### src/rtl/sample_feeder.sv
// sample_feeder: buffers one parallel sample word from the ADC/MSP430 side and
// serializes it MSB first to the read responder, one bit per readbitclk edge,
// while read_sample_ctl is held high.
//
// Ports:
//   reset              in   asynchronous, active-high reset
//   readbitclk         in   bit clock, all state updates on the rising edge
//   read_sample_ctl    in   sample-window request (high while bits are wanted)
//   read_sample_datain out  serial sample bit, MSB first (0 outside SHIFT)
//   sample_data[15:0]  in   parallel sample word
//   sample_valid       in   producer offers sample_data this cycle
//   sample_ready       out  holding buffer can accept a word
//   busy               out  high while shifting
//   underrun           out  sticky: a load found no sample available
//   words_sent[7:0]    out  number of loads into the shifter (wraps)
module sample_feeder #(
  parameter logic [15:0] UNDERRUN_WORD = 16'hFFFF
) (
  input  logic        reset,
  input  logic        readbitclk,
  input  logic        read_sample_ctl,
  output logic        read_sample_datain,
  input  logic [15:0] sample_data,
  input  logic        sample_valid,
  output logic        sample_ready,
  output logic        busy,
  output logic        underrun,
  output logic [7:0]  words_sent
);

  typedef enum logic [1:0] {StIdle, StShift, StDone} state_e;

  state_e      r_state;
  logic [15:0] r_sreg;
  logic [3:0]  r_count;
  logic [15:0] r_buf;
  logic        r_full;
  logic        r_underrun;
  logic [7:0]  r_words;

  logic w_load;
  logic w_pass;
  logic w_buf_wr;

  // A load with an empty buffer takes a concurrently offered word straight
  // into the shifter; that word must not also land in the buffer.
  assign w_load   = (r_state == StIdle) && read_sample_ctl;
  assign w_pass   = w_load && !r_full && sample_valid;
  assign w_buf_wr = sample_valid && !r_full && !w_pass;

  always_ff @(posedge readbitclk or posedge reset) begin
    if (reset) begin
      r_state    <= StIdle;
      r_sreg     <= 16'h0000;
      r_count    <= 4'd0;
      r_buf      <= 16'h0000;
      r_full     <= 1'b0;
      r_underrun <= 1'b0;
      r_words    <= 8'd0;
    end else begin
      // Write and buffer-load never collide: write needs !full, load needs full.
      if (w_buf_wr) begin
        r_buf  <= sample_data;
        r_full <= 1'b1;
      end

      case (r_state)
        StIdle: begin
          if (read_sample_ctl) begin
            r_count <= 4'd0;
            r_words <= r_words + 8'd1;
            r_state <= StShift;
            if (r_full) begin
              r_sreg <= r_buf;
              r_full <= 1'b0;
            end else if (sample_valid) begin
              r_sreg <= sample_data;
            end else begin
              r_sreg     <= UNDERRUN_WORD;
              r_underrun <= 1'b1;
            end
          end
        end

        StShift: begin
          if (read_sample_ctl) begin
            r_sreg  <= {r_sreg[14:0], 1'b0};
            r_count <= r_count + 4'd1;
            // Bit 0 has been on the line for a full cycle once count hits 15.
            if (r_count == 4'd15) begin
              r_state <= StDone;
            end
          end else begin
            // Window closed early: the partial word is dropped.
            r_state <= StIdle;
          end
        end

        StDone: begin
          if (!read_sample_ctl) begin
            r_state <= StIdle;
          end
        end

        default: r_state <= StIdle;
      endcase
    end
  end

  assign read_sample_datain = (r_state == StShift) && r_sreg[15];
  assign sample_ready       = !r_full;
  assign busy               = (r_state == StShift);
  assign underrun           = r_underrun;
  assign words_sent         = r_words;

endmodule
### config.mk
export PLATFORM = sky130hd
export DESIGN_NAME = sample_feeder
export DESIGN_NICKNAME = d
export VERILOG_FILES = /design/src/rtl/sample_feeder.sv
export SDC_FILE = /design/constraint.sdc
export NUM_CORES = 1
export LEC_CHECK = 0
export CAP_MARGIN = 20
export CELL_PAD_IN_SITES_DETAIL_PLACEMENT = 1
export CELL_PAD_IN_SITES_GLOBAL_PLACEMENT = 2
export CORE_MARGIN = 4
export CORE_UTILIZATION = 38
export CTS_CLUSTER_SIZE = 8
export DETAILED_ROUTE_END_ITERATION = 8
export PLACE_DENSITY = 0.93
export SYNTH_ARGS = -nofsm -noshare
export SYNTH_HDL_FRONTEND = slang
export SYNTH_SLANG_ARGS = --single-unit
### constraint.sdc
create_clock -name readbitclk -period 2.9 [get_ports readbitclk]
set_clock_uncertainty 0.15 [all_clocks]
set_input_delay 0.58 -clock readbitclk [delete_from_list [all_inputs] [get_ports readbitclk]]
set_output_delay 0.58 -clock readbitclk [all_outputs]
set_load 0.005 [all_outputs]
* After elaboration in Yosys (flattened, before gate mapping)
Cells that the tools add are included.
** Operators by class
- Add/subtract/negate cells :: 2
- Equal/unequal tests :: 7
- Mux-type cells :: 17
- Bitwise gates (word level) :: 2
- Reductions and logical operators :: 14
** Operators by type and width (number)
- 2-to-1 mux 16 bit :: 4
- case mux 16 bit (2 select lines) :: 1
- adder 8 x 1 -> 8 bit (second input constant) :: 1
- 2-to-1 mux 2 bit :: 4
- 2-to-1 mux 4 bit :: 2
- case mux 4 bit (2 select lines) :: 1
- logical AND 1 bit :: 6
- != test 2 bit (second input constant) :: 3
- case mux 2 bit (3 select lines) :: 1
- AND reduction 3 bit :: 2
- adder 4 x 1 -> 4 bit (second input constant) :: 1
- == test 4 bit (second input constant) :: 1
- 2-to-1 mux 1 bit :: 4
- AND reduction 4 bit :: 1
- != test 3 x 2 -> 1 bit (second input constant) :: 1
- == test 2 x 1 -> 1 bit (second input constant) :: 1
- == test 2 bit (second input constant) :: 1
- logical NOT 1 bit :: 2
- logical NOT 2 bit :: 1
- NOT 1 bit :: 2
- AND reduction 2 bit :: 1
- nonzero test 2 bit :: 1
** Storage, ports and cells
- Register bits after elaboration :: 48
- Input port bits :: 20
- Output and inout bits :: 12
- Logic and storage cells :: 49

* Longest topological paths before layout
- Depth in word-level cells :: 10
- Mapped depth :: 6

* Least setup slack after synthesis
Ideal clock, no wire load.
- Path type :: reg-to-output
- Start point :: register r_state[1]
- End point :: output port read_sample_datain
- Arrival :: 1.217 ns
- Setup slack :: 0.953 ns
- Cell stages (with the launch flop) :: 6
- Buffers on the path :: 2
- Cell sequence :: dfrtp_1 nand2b_1 clkbuf_2 clkinv_1 buf_2 and2_1
** Between the ends
- Cells in the longest elaborated chain, start to end :: 2
** Ends and longest elaborated chain
- start: declaration :: line 33 : state_e r_state;
- start signal: assignment :: line 53 : r_state <= StIdle;
- start signal: assignment :: line 72 : r_state <= StShift;
- start signal: assignment :: line 91 : r_state <= StDone;
- == test 2 x 1 -> 1 bit
- named net busy :: line 26 : output logic busy,
- logical AND 1 bit :: line 110 : assign read_sample_datain = (r_state == StShift) && r_sreg[15];
- end: declaration :: line 22 : output logic read_sample_datain,
The timed path passes the listed nets, and every way through them passes these cells.

* Worst setup path in the final report
- Start point :: register r_state[1]
- End point :: output port read_sample_datain
** Between the ends
- Cells in the longest elaborated chain, start to end :: 2
** Ends and longest elaborated chain (line)
- == test 2 x 1 -> 1 bit :: 110
- logical AND 1 bit :: 110
Every way passes these cells.

==> results.yml <==
worst_setup_path:
  path_class: "reg2out"
  required_ns: 2.17
  endpoint_kind: "output port"
  worst-path-max-fanout: 6
  arrival_ns: 1.71
  startpoint_type: "flip-flop"
cells_and_area:
  syn2layout_area_growth_pct: 22.9
  antenna_cells: 0
  final_core_util_pct: 48.3
  layout.nets: 247
  drive_above_1_share_pct: 15.9
synthesis:
  synth_largest_area_cell: "dfrtp_1"
  synth_top_family_by_area: "compound AO/OA/AOI/OAI gates"
  synth_warnings: 0
  synth-edff-count: 0
  yosysMostFrequentCell: "dfrtp_1"
  yosys_register_bits: 48
  synth_top_area_share_pct: 55.2
  avgSynthCellArea_sq_um: 11.5
  synth-compound-area-share_pct: 15.6
  synth_nets: 212
  synth_common_cells: "dfrtp_1 (48), a21oi_1 (30), nor2_1 (18)"
  ys.flop_type: "dfrtp_1"
  synth_simple_gate_area_share_pct: 10.7
  synthMuxAreaShare_pct: 10.5
  syn_area_sq_mm: 0.00218
  synth-xor-area-share_pct: 3.22
  ys_seq_area_share_pct: 55.2
  synthArstFlopShare_pct: 100
  netlist_top_cells_area: "dfrtp_1 (55%), a21oi_1 (6.9%), mux2_4 (6.9%)"
  syn-instance-count: 190
  synth_cell_type_count: 34
  synthAdderAreaFrac_pct: 1.15
clock_network:
  cts-root-buf: "clkbuf_8"
  cts_sinks: 48
  cts_hold_buf: 0
  clock_path_buffers: 2
  cts_buffers: 5
  cts_setup_buffers: 0
  cts_resized: 0
  clkSlewWorstSetupHoldPaths_ns: 0.08
  cts_tree: "yes"
  clock_latency_ns: 0.30
  htree_levels: 2
placement:
  portBuffers: 31
  gp_congestion: 0.695
  dp_hpwl_microns: 3380
  post-place-ws_ns: 0.593
die:
  coreArea_sq_mm: 0.00554
  initial_core_util_pct: 39.3
  ios: 32
  rows: 27
  die_w_microns: 83.7
  fp.dieH_microns: 83.7
  die_area_sq_mm: 0.00700
power:
  ir_drop_uv: 247
  power_mw: 1.79
  intPower_mw: 1.28
  swShare_pct: 28.5
  clockPowerShare_pct: 22.8
  p_sw_mw: 0.511
  p_comb_share_pct: 24.7
  p_per_area_mw_per_mm2: 671
  p_leak_nw: 1.10
  p_seq_share_pct: 52.4
timing:
  slew_violations: 0
  finalHoldViolCount: 0
  finalSetupViolCount: 0
  post-route-period-util_pct: 84.3
  fin_crit_ns: 2.44
  rsz0062_at_grt: "no"
  setup-tns-final_ns: 0
  finalHoldWorstSlack_ns: 0.324
  clock.fmax_mhz: 409
  worst_slack_ns: 0.455
  relSlewSlack_pct: 59.8
  worstMarginPinSlew_ns: 0.602
route:
  drt-initial-drc-count: 65
  vias: 1585
  dr.pass1.iters: 4
  detail-route-antenna-nets: 0
  vias_per_cell: 5.32
  routedWlPerCell_microns: 16.5
  routed_wl_microns: 4910
  drcViolationCount: 0
global_routing:
  grt_pass1_wl_microns: 8630
  grt_max_degree: 49
  grt_overflow: 0
  antenna_found_initial: 0
  grt_pass1_vias: 1728
  grt_use_total_pct: 15.2
min_path:
  holdCritPathClass: "reg2reg"
run_status:
  status: "finished clean"
run:
  drv_cap: 0
[layout by cell type (no fill, tap or decap)]
master and instances:
o21ai_0 1, nand2_1 7, clkdlybuf4s50_1 31, nor2_2 1
o31ai_1 2, nand2b_1 4, a41oi_1 1, nor4_1 2
and3_1 1, a21o_1 1, mux2_2 7, xnor2_1 3
a22oi_1 1, nand3b_1 1, ha_1 2, inv_2 1
clkinv_1 2, mux2_4 10, dfrtp_1 48, nor2_1 18
nand3_1 3, a21oi_1 30, xor2_1 5, nor3_1 1
a21boi_0 1, o221ai_1 15, o22ai_1 1, clkbuf_8 6
nor2b_1 1, nor3b_4 1, and2_1 2, nand4_1 4
buf_4 10, clkbuf_1 2
[routing by layer]
layer  wire (microns)  GRT usage (%)
met1             2260           20.2
met2             2480           25.1
met3              128           3.06
met4               41           4.39
met5                0              0
[cell families (layout without fill, tap and decap cells)]
kind of cell	after synthesis	in the layout
AO/OA/AOI/OAI	53	53
XOR/XNOR	8	8
adder cells (fa/ha/maj)	2	2
buffers and inverters	16	52
flip-flops	48	48
multiplexers	17	17
AND/OR/NAND/NOR	46	46
[power by group through the flow]
stage / Clock [mW] / Sequential (mW) / Combinational [mW]
floorplan: 0 / 0.927 / 0.252
global placement: 0 / 0.942 / 0.434
detailed placement: 0 / 0.953 / 0.450
CTS: 0.420 / 0.941 / 0.453
global route: 0.453 / 0.966 / 0.490
finish: 0.410 / 0.941 / 0.444
[worst max-delay path, stage by stage (launching register included)]
cell,delay [ns]
dfrtp_1,0.48
nand2b_1,0.18
clkinv_1,0.14
and2_1,0.19
clkdlybuf4s50_1,0.43
[state kept, by name, summed over array words and instances, names as in the netlist]
name and cells:
r_buf 16, r_sreg 16, words_sent 8, r_count 4, r_state 2, r_full 1
underrun 1
[through the flow]
stage	cells	instance area, sq um
after floorplan	190	2180
final	298	2680
after global routing	298	2680
after CTS	298	2680
after global placement	290	2580
after detailed placement	290	2580
[final cells by class]
class,count,area [sq um]
sequential,48,1200
inverter,3,11.3
timing repair buffer,41,385
multi-input combinational,126,897
fill,617,2870
clock buffer,8,90.1
tap,72,90.1
[final timing paths]
path	startpoint	endpoint	slack [ns]	cells past startpoint
setup / recovery	r_state[1]$_DFFE_PP0P_	read_sample_datain	0.46	4
hold / removal	words_sent[7]$_DFFE_PP0P_	words_sent[7]$_DFFE_PP0P_	0.32	1
setup reg to reg	r_state[1]$_DFFE_PP0P_	r_sreg[6]$_DFFE_PP0P_	1.21	4
hold reg to reg	words_sent[7]$_DFFE_PP0P_	words_sent[7]$_DFFE_PP0P_	0.32	1
max in group asynchronous	reset	r_buf[0]$_DFFE_PP0P_	1.59	3
min in group asynchronous	reset	r_sreg[12]$_DFFE_PP0P_	0.61	3
Note: power is estimated with default switching activity, not from simulation.
